[src/rtl/jk_bank_sched.sv]
// Round-robin scheduler sharing one external JK flip-flop bank between N_REQ requesters.
// Each accepted op drives j/k for one cycle, then the resulting bank state is returned.
module jk_bank_sched #(
  parameter int WIDTH = 8,
  parameter int N_REQ = 4,
  parameter int IDW   = $clog2(N_REQ)
) (
  input  logic                   clk,
  input  logic                   rst_n,
  input  logic [N_REQ-1:0]       req_valid,
  input  logic [2*N_REQ-1:0]     req_op,
  input  logic [WIDTH*N_REQ-1:0] req_mask,
  output logic [N_REQ-1:0]       req_ready,
  output logic [WIDTH-1:0]       j_out,
  output logic [WIDTH-1:0]       k_out,
  input  logic [WIDTH-1:0]       q_in,
  output logic                   rsp_valid,
  output logic [IDW-1:0]         rsp_id,
  output logic [WIDTH-1:0]       rsp_q,
  output logic                   busy
);

  typedef enum logic [1:0] {
    IDLE  = 2'd0,
    APPLY = 2'd1,
    CHECK = 2'd2
  } state_t;

  state_t           state_q, state_d;
  logic [IDW-1:0]   rr_ptr_q, rr_ptr_d;
  logic [IDW-1:0]   id_q, id_d;
  logic [WIDTH-1:0] j_q, j_d, k_q, k_d;
  logic             rsp_valid_q, rsp_valid_d;
  logic [IDW-1:0]   rsp_id_q, rsp_id_d;
  logic [WIDTH-1:0] rsp_q_q, rsp_q_d;

  logic             found;
  logic [IDW-1:0]   win;
  logic [IDW:0]     cand;
  logic [1:0]       win_op;
  logic [WIDTH-1:0] win_mask;

  // First valid requester at or above rr_ptr, wrapping past N_REQ-1.
  always_comb begin
    found = 1'b0;
    win   = '0;
    cand  = '0;
    for (int i = 0; i < N_REQ; i++) begin
      cand = {1'b0, rr_ptr_q} + (IDW+1)'(i);
      if (cand >= (IDW+1)'(N_REQ)) cand = cand - (IDW+1)'(N_REQ);
      if (!found && req_valid[cand[IDW-1:0]]) begin
        found = 1'b1;
        win   = cand[IDW-1:0];
      end
    end
  end

  always_comb begin
    win_op   = '0;
    win_mask = '0;
    for (int i = 0; i < N_REQ; i++) begin
      if (win == IDW'(i)) begin
        win_op   = req_op[2*i +: 2];
        win_mask = req_mask[WIDTH*i +: WIDTH];
      end
    end
  end

  // The winner's op/mask are captured directly as the j/k pattern for APPLY.
  always_comb begin
    state_d     = state_q;
    req_ready   = '0;
    rr_ptr_d    = rr_ptr_q;
    id_d        = id_q;
    j_d         = '0;
    k_d         = '0;
    rsp_valid_d = 1'b0;
    rsp_id_d    = rsp_id_q;
    rsp_q_d     = rsp_q_q;
    case (state_q)
      IDLE: begin
        if (found) begin
          req_ready[win] = 1'b1;
          id_d           = win;
          rr_ptr_d       = (win == IDW'(N_REQ-1)) ? '0 : win + 1'b1;
          j_d            = win_mask & {WIDTH{win_op[1]}};
          k_d            = win_mask & {WIDTH{win_op[0]}};
          state_d        = APPLY;
        end
      end
      APPLY: state_d = CHECK;
      CHECK: begin
        state_d     = IDLE;
        rsp_valid_d = 1'b1;
        rsp_id_d    = id_q;
        rsp_q_d     = q_in;
      end
      default: state_d = IDLE;
    endcase
  end

  always_ff @(posedge clk or negedge rst_n) begin
    if (!rst_n) begin
      state_q     <= IDLE;
      rr_ptr_q    <= '0;
      id_q        <= '0;
      j_q         <= '0;
      k_q         <= '0;
      rsp_valid_q <= 1'b0;
      rsp_id_q    <= '0;
      rsp_q_q     <= '0;
    end else begin
      state_q     <= state_d;
      rr_ptr_q    <= rr_ptr_d;
      id_q        <= id_d;
      j_q         <= j_d;
      k_q         <= k_d;
      rsp_valid_q <= rsp_valid_d;
      rsp_id_q    <= rsp_id_d;
      rsp_q_q     <= rsp_q_d;
    end
  end

  assign j_out     = j_q;
  assign k_out     = k_q;
  assign rsp_valid = rsp_valid_q;
  assign rsp_id    = rsp_id_q;
  assign rsp_q     = rsp_q_q;
  assign busy      = (state_q != IDLE);

endmodule

[config.mk]
export PLATFORM = sky130hd
export DESIGN_NAME = jk_bank_sched
export DESIGN_NICKNAME = d
export VERILOG_FILES = /design/src/rtl/jk_bank_sched.sv
export SDC_FILE = /design/constraint.sdc
export NUM_CORES = 1
export LEC_CHECK = 0
export ABC_AREA = 1
export BUFFER_PORTS_ARGS = -buffer_cell sky130_fd_sc_hd__buf_2
export CORE_ASPECT_RATIO = 0.5
export CORE_MARGIN = 2
export CORE_UTILIZATION = 30
export CTS_CLUSTER_SIZE = 24
export DETAILED_ROUTE_END_ITERATION = 10
export SLEW_MARGIN = 20
export SYNTH_ARGS = -nofsm -noshare
export SYNTH_HDL_FRONTEND = slang
export SYNTH_SLANG_ARGS = --single-unit
[constraint.sdc]
create_clock -name clk -period 3.45 [get_ports clk]
set_input_delay 0.69 -clock clk [delete_from_list [all_inputs] [get_ports clk]]
set_output_delay 0.69 -clock clk [all_outputs]
set_load 0.02 [all_outputs]
-- Yosys cells after proc, flatten, opt, wreduce, memory -nomap -nowiden
Cells that the tools add are included.
- word-level logic and storage cells: 85
- bits of input ports: 54
- register bits after elaboration: 33
- output and inout bits: 32
- muxes and demuxes: 40
- reduce and logical (&&, ||, !) cells: 11
- equality and inequality tests: 6
- order comparisons: 10
- bitwise operators: 2
- add/sub/neg operators: 8
- operators with widths (kind ; count):
    2-to-1 mux 8 bit ; 8
    2-to-1 mux 2 bit ; 14
    bitwise AND 8 bit ; 2
    < comparator 2 x 3 -> 1 bit, second input constant ; 5
    2-to-1 mux 1 bit ; 10
    >= comparator 3 bit, second input constant ; 3
    binary-select mux 1 bit (select 2 bit) ; 4
    2-to-1 mux 4 bit ; 2
    subtractor 2 x 1 -> 2 bit, second input constant ; 4
    adder 2 x 2 -> 3 bit, second input constant ; 2
    equality test 2 bit, second input constant ; 3
    equality test 2 x 1 -> 1 bit, second input constant ; 2
    logical AND 1 bit ; 4
    logical NOT 2 bit ; 2
    case mux 2 bit (2 select lines) ; 1
    adder 2 x 1 -> 3 bit, second input constant ; 1
    >= comparator 2 x 3 -> 1 bit, second input constant ; 1
    logical NOT 1 bit ; 3
    adder 2 x 1 -> 2 bit, second input constant ; 1
    demux 1 bit (select 2 bit) ; 1
    >= comparator 2 x 1 -> 1 bit, second input constant ; 1
    inequality test 2 bit, second input constant ; 1
    AND reduction 2 bit ; 1
    nonzero test 2 bit ; 1

-- Logic depth before layout (Yosys ltp)
Gate-level depths: netlist of the first run.
- word-level depth: 22
- depth in mapped cells: 18
- gate-level depth less buffers: 17

-- Worst setup path before layout of the first run
No wires, ideal clock.
- kind: input to output
- from: input port req_valid[0]
- to: output port req_ready[3]
- setup slack: 0.539 ns
- data required time: 2.760 ns
- cell stages on the path: 13
- path buffers: 2
- data arrival time: 2.221 ns
- cell sequence: inv_1 nand2_1 nand3_1 nand2_2 nor2_4 nand3_2 nand3_1 inv_1 ha_1 buf_4 inv_1 clkbuf_1 nor2_1
- cells in the longest elaborated chain, start to end: 18
- elaborated cells on any way between the ends: 29
- classes of those cells: 2 x order compare; 20 x mux; 7 x reduce/logical
- ends and longest elaborated chain (element ; line ; RTL):
    start, declared ; 10 ; input logic [N_REQ-1:0] req_valid,
    binary-select mux 1 bit (select 2 bit) ; 51 ; if (!found && req_valid[cand[IDW-1:0]]) begin
    2-to-1 mux 1 bit (not written as such) ; 51 ;
    2-to-1 mux 1 bit ; 51 ;
    logical NOT 1 bit ; 51 ;
    logical AND 1 bit ; 51 ;
    2-to-1 mux 1 bit ; 51 ;
    logical NOT 1 bit ; 51 ;
    logical AND 1 bit ; 51 ;
    [... 3 more ...] ; -- ;
    2-to-1 mux 2 bit * ; 51 ;
    via win[0] ; 38 ; logic [IDW-1:0] win;
    < comparator 2 x 3 -> 1 bit (not written as such) / >= comparator 2 x 1 -> 1 bit (equally long branches) ; 83 ; req_ready[win] = 1'b1;
    logical AND 1 bit (not written as such) ; 83 ;
    2-to-1 mux 1 bit (not written as such) ; 83 ;
    demux 1 bit (select 2 bit) * ; 83 ;
    2-to-1 mux 4 bit * ; 82 ; if (found) begin
    2-to-1 mux 4 bit * ; 80 ; case (state_q)
    end, declared ; 13 ; output logic [N_REQ-1:0] req_ready,
The timed path passes the listed nets; every way through them passes the cells marked *. The select of a mux whose other input is x is not followed.

-- Final worst setup path of the first run
- from: register rr_ptr_q[0]
- to: output port req_ready[2]
- cells in the longest elaborated chain, start to end: 20
- elaborated cells on any way between the ends: 44
- classes of those cells: 7 x add/sub; 6 x order compare; 24 x mux; 7 x reduce/logical
- ends and longest elaborated chain (element ; line ; RTL):
    start, declared ; 30 ; logic [IDW-1:0] rr_ptr_q, rr_ptr_d;
    start signal, assigned ; 114 ; rr_ptr_q <= rr_ptr_d;
    branches (longest 13 deep; another with adder 2 x 1 -> 3 bit) ; -- ;
    2-to-1 mux 2 bit * ; 51 ;
    via win[1] ; 38 ;
    < comparator 2 x 3 -> 1 bit (not written as such) / >= comparator 2 x 1 -> 1 bit (equally long branches) ; 83 ;
    logical AND 1 bit (not written as such) ; 83 ;
    2-to-1 mux 1 bit (not written as such) ; 83 ;
    demux 1 bit (select 2 bit) * ; 83 ;
    2-to-1 mux 4 bit * ; 82 ;
    2-to-1 mux 4 bit * ; 80 ;
Mark *: on every way through the listed nets, which the timed path passes. The select of a mux whose other input is x is not followed.

==> results of run 1 <==
synthesized netlist by cell type:
library cell,count,area share
buf_8,1,0.0084
nor3_1,14,0.039
clkbuf_1,3,0.0063
buf_6,2,0.013
o31ai_1,7,0.029
dfrtp_1,33,0.46
nand3_2,1,0.0056
nand4_1,1,0.0035
nand3_1,12,0.034
buf_2,4,0.011
nor2_1,15,0.031
a31oi_1,1,0.0035
a21oi_1,16,0.045
o21ai_0,17,0.047
ha_1,4,0.028
inv_1,17,0.036
inv_2,2,0.0042
o21ai_1,1,0.0028
buf_4,2,0.0084
nand2_1,70,0.15
nand2_2,7,0.024
nor2_4,1,0.0063
nand2_4,1,0.0063
stage by stage:
stage               std cells  hold slack (ps)  cell area (µm²)  setup slack, ps
floorplan                 232            394.4             1792            538.8
finish                    390            464.7             2427            282.2
CTS                       390            467.4             2427            316.1
detailed placement        382            462.3             2255            210.1
global route              390            494.4             2427            10.40
global placement          382            438.5             2255            260.8
area by class of cell:
class / instances / share of cell area
Clock inverter: 1 / 0.01237
Tap cell: 73 / 0.03763
Multi-Input combinational cell: 168 / 0.3340
Sequential cell: 33 / 0.3402
Inverter: 19 / 0.02938
Clock buffer: 7 / 0.05876
Timing Repair Buffer: 89 / 0.1876
worst max-delay path: cells and delay by family, from the launching register on:
family	cells	cell delay, ps
fa+ha+maj	1	360
buf+inv	4	600
flops	1	400
simple gates	8	850
metal layers:
layer,GRT usage,share of wire,vias up
li1,-,-,920
met1,0.2045,0.46,862
met2,0.2515,0.48,39
met3,0.03296,0.045,8
met4,0.05052,0.016,0
met5,0,0,-
flip-flops by register name, summed over array words and instances (netlist names):
| signal | count |
|---|---|
| rsp_valid | 1 |
| rsp_q | 8 |
| rr_ptr_q | 2 |
| state_q | 2 |
| j_out | 8 |
| id_q | 2 |
| rsp_id | 2 |
| k_out | 8 |
worst paths after layout:
check,from,end,slack (ps),cells past startpoint
min in group asynchronous,rst_n,rsp_id[0],470,1
worst min-delay path,state_q[1],state_q[1],460,1
worst max-delay path,rr_ptr_q[0],req_ready[2],280,13
worst min register to register,state_q[1],state_q[1],460,1
max in group asynchronous,rst_n,j_out[1],2530,1
worst max register to register,rr_ptr_q[0],j_out[5],470,16
cell families (layout without fill, tap and decap cells):
logic type / count (synthesis) / count (layout) / share of synthesized area
AO/OA/AOI/OAI: 42 / 42 / 0.1278
adder cells (fa/ha/maj): 4 / 4 / 0.02793
buffers and inverters: 31 / 116 / 0.08659
flip-flops: 33 / 33 / 0.4609
AND/OR/NAND/NOR: 122 / 122 / 0.2968
==> key figures, run 1 <==
Status
  – Status: finished clean

Timing
  – RSZ-0062 raised after global routing: false
  – Final TNS setup: 0 ps
  – Fin. Hold Viols: 0
  – Setup Viol. Count Final: 0
  – Max_slew headroom: 0.3715
  – Crit path time final: roughly 3200 ps
  – F_max: ~0.32 GHz
  – Worst slew pin tran: 932.9 ps
  – Pins Over Slew Limit: 0
  – Crit share post-route: 0.9182
  – Worst Skew: a little over 4 ps

Floorplan
  – Num ports: 86
  – Placement Rows: 19
  – Initial Util: 0.3194
  – Chip height: between 50 and 60 µm
  – Die footprint: approximately 6600 µm²
  – Core area: approximately 5600 µm²
  – Die Wd: 113.3 µm

Routing
  – TritonRoute pass-1 iters: 4
  – Initial DRC count: 98
  – WL/cell: between 10 and 15 µm
  – DRC: 0
  – Vias: ~1800
  – Total routed wirelength: about 5000 µm
  – Routed Antenna Nets: 0
  – Vias per cell: around 4.7

Global routing
  – Initial antenna violation count: 0
  – Largest net degree at the start of global routing: 34
  – Via count of the first global-routing pass: approximately 1700
  – GRT Util Overall: 0.1527
  – First-pass GRT wire length: 7921 µm
  – Total grt overflow: 0

Logic synthesis
  – Avg Cell Area, Syn: between 7 and 8 µm²
  – Synth Warn #: 0
  – FF+latch count, synth: 33
  – Post-synthesis sequential area ratio: 0.4609
  – Netlist cell types: 23
  – Synthesized cell area: 1792 µm²
  – Synth Net Count: just under 300
  – Mapped Cells: 232

Clock network
  – CTS tree: yes
  – Setup bufs post-CTS: 0
  – CTS buffer count: 5
  – Hold buffer count at CTS: 0
  – Later-pin clock latency in the skew report: around 270 ps
  – H-tree depth: 2
  – Root buffer cell: clkbuf_16
  – Clk buf depth: 2
  – Sink Count: 33
  – Post_cts resized: 0
  – Worst-path clk slew: ~50 ps

Worst hold path
  – Min-delay worst type: register to register

Place
  – Post-detail-place hpwl: roughly 4000 µm
  – Port buffer count: 85
  – Placer Congestion: about 0.95

Run
  – Maximum Capacitance Violations: 0

Critical path
  – Critical Path, Cell by Cell: inv_1, nand2_1, nand3_1, nand2_2, nor2_4, nand3_1, nand3_1, nand2_1, inv_1, ha_1, inv_1, nor2_1, buf_2
  – Critical Path AT: approximately 2500 ps
  – Critical path's slowest cell: dfrtp_1
  – Max stage delay on crit path: ~400 ps
  – Critical path startpoint category: register
  – CP Max Fanout: 10
  – Crit Path Class: register to primary output
  – Crit. End Element: primary output
  – Req. time, crit path: 2760 ps

Cells and area
  – Fill cells: 576
  – # diodes: 0
  – Area occupied by multi-input gates: just over 800 µm²
  – Share of post-route cells with drive strength above 1: 0.3407
  – Final Util: 0.4326
  – Nets: 374
  – FF+latch area: a little over 800 µm²
  – Area Growth Syn to Fin: 35.48%
  – Commonest cells after routing, fill and taps aside: 85 x buf_2, 70 x nand2_1, 33 x dfrtp_1
  – Commonest non-fill, non-tap cell in the layout: buf_2
Power of run 1 is left out: the tool's default activity adds up to more than one toggle a clock period on the data nets, which glitch-free logic cannot reach.
==> inputs of run 2 (changes only) <==
clock period = 3.55 ns   (was 3.45 ns; I/O delays follow)
==> run 2 against run 1 <==
  * Via count is 0.44% lower
  * Setup slack better by 120 ps
  * Utilization stayed put
  * Sequential share of layout area stayed put
  * Non-clock buffer count stayed put
  * Hold slack better by 1.1 ps
  * Clock skew hardly changed
  * Die area stayed put
  * Critical path type unchanged
  * Largest cell class unchanged
==> key figures, run 2 (same netlist as run 1, synthesis figures left out) <==
Critical path
  – CP Max Fanout: 13
  – Worst R2R Setup Slack: roughly 570 ps
  – Critical Path Source: rr_ptr_q[0]
  – Crit. End Element: primary output
  – Critical Path, Cell by Cell: buf_4, nand2_1, nand2_1, nand2_2, nand2_2, nor2_4, nand3_2, nand3_1, inv_1, ha_1, inv_1, nor2_1, buf_2
  – Critical Path AT: 2430 ps
  – Top Family by Delay on Critical Path: simple AND/OR/NAND/NOR gates
  – Critical path's slowest cell: dfrtp_1
  – Worst r2r src: rr_ptr_q[0]
  – Crit path buf inv count: 4
  – Crit Path Class: register to primary output
  – Max stage delay on crit path: approximately 400 ps
  – Critical path startpoint category: register
  – Req. time, crit path: roughly 2800 ps

Floorplan
  – Num ports: 86
  – Core area: approximately 5600 µm²
  – Initial Util: 0.3194
  – Die footprint: between 6000 and 7000 µm²
  – Die Wd: 113.3 µm
  – Placement Rows: 19
  – Chip height: around 59 µm

Status
  – Status: finished clean

Timing
  – Pins Over Slew Limit: 0
  – Crit path time final: approximately 3100 ps
  – Worst slew pin tran: around 860 ps
  – Fin. Hold Viols: 0
  – Worst Skew: between 4 and 5 ps
  – Setup Viol. Count Final: 0
  – Max_slew headroom: 0.4202
  – RSZ-0062 raised after global routing: false
  – Crit share post-route: 0.8857
  – Final TNS setup: 0 ps
  – F_max: between 0.3 and 0.4 GHz

Worst hold path
  – Min-delay worst type: register to register
  – Hold_sp: state_q[1]

Routing
  – WL/cell: approximately 13 µm
  – Initial DRC count: ~100
  – Routed Antenna Nets: 0
  – TritonRoute pass-1 iters: 4
  – Total routed wirelength: 5010 µm
  – Vias per cell: around 4.7
  – DRC: 0
  – Vias: 1821

Global routing
  – Largest net degree at the start of global routing: 34
  – First-pass GRT wire length: 7803 µm
  – GRT Util Overall: 0.1498
  – Via count of the first global-routing pass: around 1700
  – Total grt overflow: 0
  – Initial antenna violation count: 0

Place
  – Port buffer count: 85
  – Post-detail-place hpwl: about 4000 µm
  – Placer Congestion: about 0.95

Cells and area
  – Nets: between 300 and 400
  – # diodes: 0
  – Commonest cells after routing, fill and taps aside: 85 x buf_2, 70 x nand2_1, 33 x dfrtp_1
  – Commonest non-fill, non-tap cell in the layout: buf_2
  – Area Growth Syn to Fin: 35.48%
  – Share of post-route cells with drive strength above 1: 0.3407

Run
  – Maximum Capacitance Violations: 0

Clock network
  – Hold buffer count at CTS: 0
  – Sink Count: 33
  – Clk buf depth: 2
  – CTS tree: yes
  – Post_cts resized: 0
  – Root buffer cell: clkbuf_16
  – Setup bufs post-CTS: 0
  – CTS buffer count: 5
  – Later-pin clock latency in the skew report: 270 ps
  – Worst-path clk slew: roughly 50 ps
  – H-tree depth: 2
run 2: worst paths after layout:
path	endpoint	cells after the start
worst max-delay path	req_ready[3]	13
worst min-delay path	state_q[1]	1
worst max register to register	j_out[4]	17
worst min register to register	state_q[1]	1
max in group asynchronous	j_out[1]	1
min in group asynchronous	rsp_id[1]	1
run 2: per-layer routing:
metal,wire (µm),vias to the layer above,global-route usage
met2,2409,50,0.2404
met4,92,0,0.06098
met5,0,-,0
met3,241,11,0.03605
li1,-,922,-
met1,2266,838,0.1988
run 2: area by class of cell:
class                   instances  area [µm²]
clock buffers                   7       142.6
clock inverters                 1       30.03
fillers                       581        3183
inverters                      19       71.32
multi-input cells             168       810.8
flip-flops and latches         33       825.8
well taps                      73       91.34
repair buffers                 89       455.4
run 2: per-stage QoR:
stage	std cells	hold WS [ps]	worst slack [ps]	cell area, µm²	util
2_1_floorplan	232	414.4	598.8	1792	-
3_3_place_gp	382	436.1	415.2	2255	0.4019
3_5_place_dp	382	440.5	322.1	2255	0.4019
4_1_cts	390	475.9	405.4	2427	0.4326
5_1_grt	390	497.2	182.8	2427	0.4326
6_report	390	465.8	405.7	2427	0.4326
Power of run 2 is left out for the same reason.
==> inputs of run 3 (changes only) <==
clock period = 3.7 ns   (was 3.55 ns; I/O delays follow)
==> run 3 against run 2 <==
  * Clock skew increased by 1.4 ps
  * Non-clock buffer count down 2
  * Via count shrank 0.55%
  * Utilization is 0.27 points lower
  * Critical endpoint unchanged
==> key figures, run 3 (same netlist as run 1, synthesis figures left out) <==
Floorplan
  – Num ports: 86
  – Core area: ~5600 µm²
  – Placement Rows: 19
  – Chip height: just under 60 µm
  – Initial Util: 0.3194
  – Die Wd: about 110 µm
  – Die footprint: approximately 6600 µm²

Place
  – Post-detail-place hpwl: roughly 4000 µm
  – Placer Congestion: roughly 0.92
  – Port buffer count: 85
  – Placed Instances: 380

Cells and area
  – Commonest non-fill, non-tap cell in the layout: buf_2
  – Commonest cells after routing, fill and taps aside: 85 x buf_2, 70 x nand2_1, 33 x dfrtp_1
  – Final Util: 0.4300
  – Share of post-route cells with drive strength above 1: 0.3365
  – Area occupied by multi-input gates: about 810 µm²
  – FF+latch area: 825.8 µm²
  – # diodes: 0
  – Area Growth Syn to Fin: 34.64%
  – Nets: 372
  – Non-Filler Instances: 388
  – Fill cells: between 500 and 600

Timing
  – Final TNS setup: 0 ps
  – Worst Skew: slightly below 6 ps
  – RSZ-0062 raised after global routing: false
  – Worst hold slack: 445.6 ps
  – Max_slew headroom: 0.4104
  – Crit path time final: between 3000 and 4000 ps
  – Worst slew pin tran: around 880 ps
  – Crit share post-route: 0.9077
  – Fin. Hold Viols: 0
  – F_max: a little under 0.3 GHz
  – Pins Over Slew Limit: 0
  – Setup Viol. Count Final: 0

Routing
  – Vias per cell: roughly 4.7
  – WL/cell: 12.98 µm
  – Vias: between 1500 and 2000
  – Total routed wirelength: slightly above 5000 µm
  – Initial DRC count: around 120
  – DRC: 0
  – Routed Antenna Nets: 0
  – TritonRoute pass-1 iters: 4

Clock network
  – Post_cts resized: 0
  – Clk buf depth: 2
  – Worst-path clk slew: roughly 50 ps
  – Root buffer cell: clkbuf_16
  – Later-pin clock latency in the skew report: roughly 270 ps
  – CTS buffer count: 5
  – H-tree depth: 2
  – CTS tree: yes
  – Sink Count: 33
  – Hold buffer count at CTS: 0
  – Setup bufs post-CTS: 0

Run
  – Maximum Capacitance Violations: 0

Global routing
  – GRT Util Overall: 0.1554
  – Initial antenna violation count: 0
  – Total grt overflow: 0
  – Via count of the first global-routing pass: approximately 1800
  – Largest net degree at the start of global routing: 34
  – First-pass GRT wire length: roughly 8100 µm

Critical path
  – CP Max Fanout: 13
  – Crit. End Element: primary output
  – Critical Path AT: around 2600 ps
  – Req. time, crit path: about 3000 ps
  – Critical path startpoint category: input pin
  – Crit Path Class: input pin to primary output

Status
  – Status: finished clean

Worst hold path
  – Min-delay worst type: register to register
run 3: cell type report:
class,count,share of cell area
inverter,19,0.02956
timing repair buffer,87,0.1826
sequential,33,0.3423
clock inverter,1,0.01245
clock buffer,7,0.05913
multi-input combinational,168,0.3361
tap,73,0.03786
run 3: metal layers:
layer | GRT usage | routed length [µm] | up-vias
li1 | - | - | 919
met1 | 0.2078 | 2179 | 828
met2 | 0.2532 | 2434 | 52
met3 | 0.03502 | 329 | 12
met4 | 0.05575 | 94 | 0
met5 | 0 | 0 | -
run 3: metrics by stage:
step / area, µm² / setup slack [ps]
after CTS: 2412 / 331.4
after floorplan: 1792 / 688.8
after global routing: 2412 / 3.765
final: 2412 / 341.5
after global placement: 2240 / 382.9
after detailed placement: 2240 / 252.7
run 3: path summary, 6_finish.rpt:
path | start | end | slack, ps | cells after the start
worst max-delay path | req_valid[0] | req_ready[3] | 340 | 14
worst min-delay path | state_q[1] | state_q[1] | 450 | 1
worst max register to register | rr_ptr_q[0] | j_out[4] | 540 | 16
worst min register to register | state_q[1] | state_q[1] | 450 | 1
max in group asynchronous | rst_n | k_out[0] | 2720 | 1
min in group asynchronous | rst_n | state_q[0] | 520 | 1
run 3: worst max-delay path: stages:
cell     delay (ps)
buf_2           100
inv_1            60
nand2_1          70
nand3_1         110
nand2_2          80
nor2_4          140
nand3_1          80
nand3_1         100
nand2_1         110
inv_1            90
ha_1            360
inv_1           240
nor2_1          150
buf_2           170
Power of run 3 is left out for the same reason.
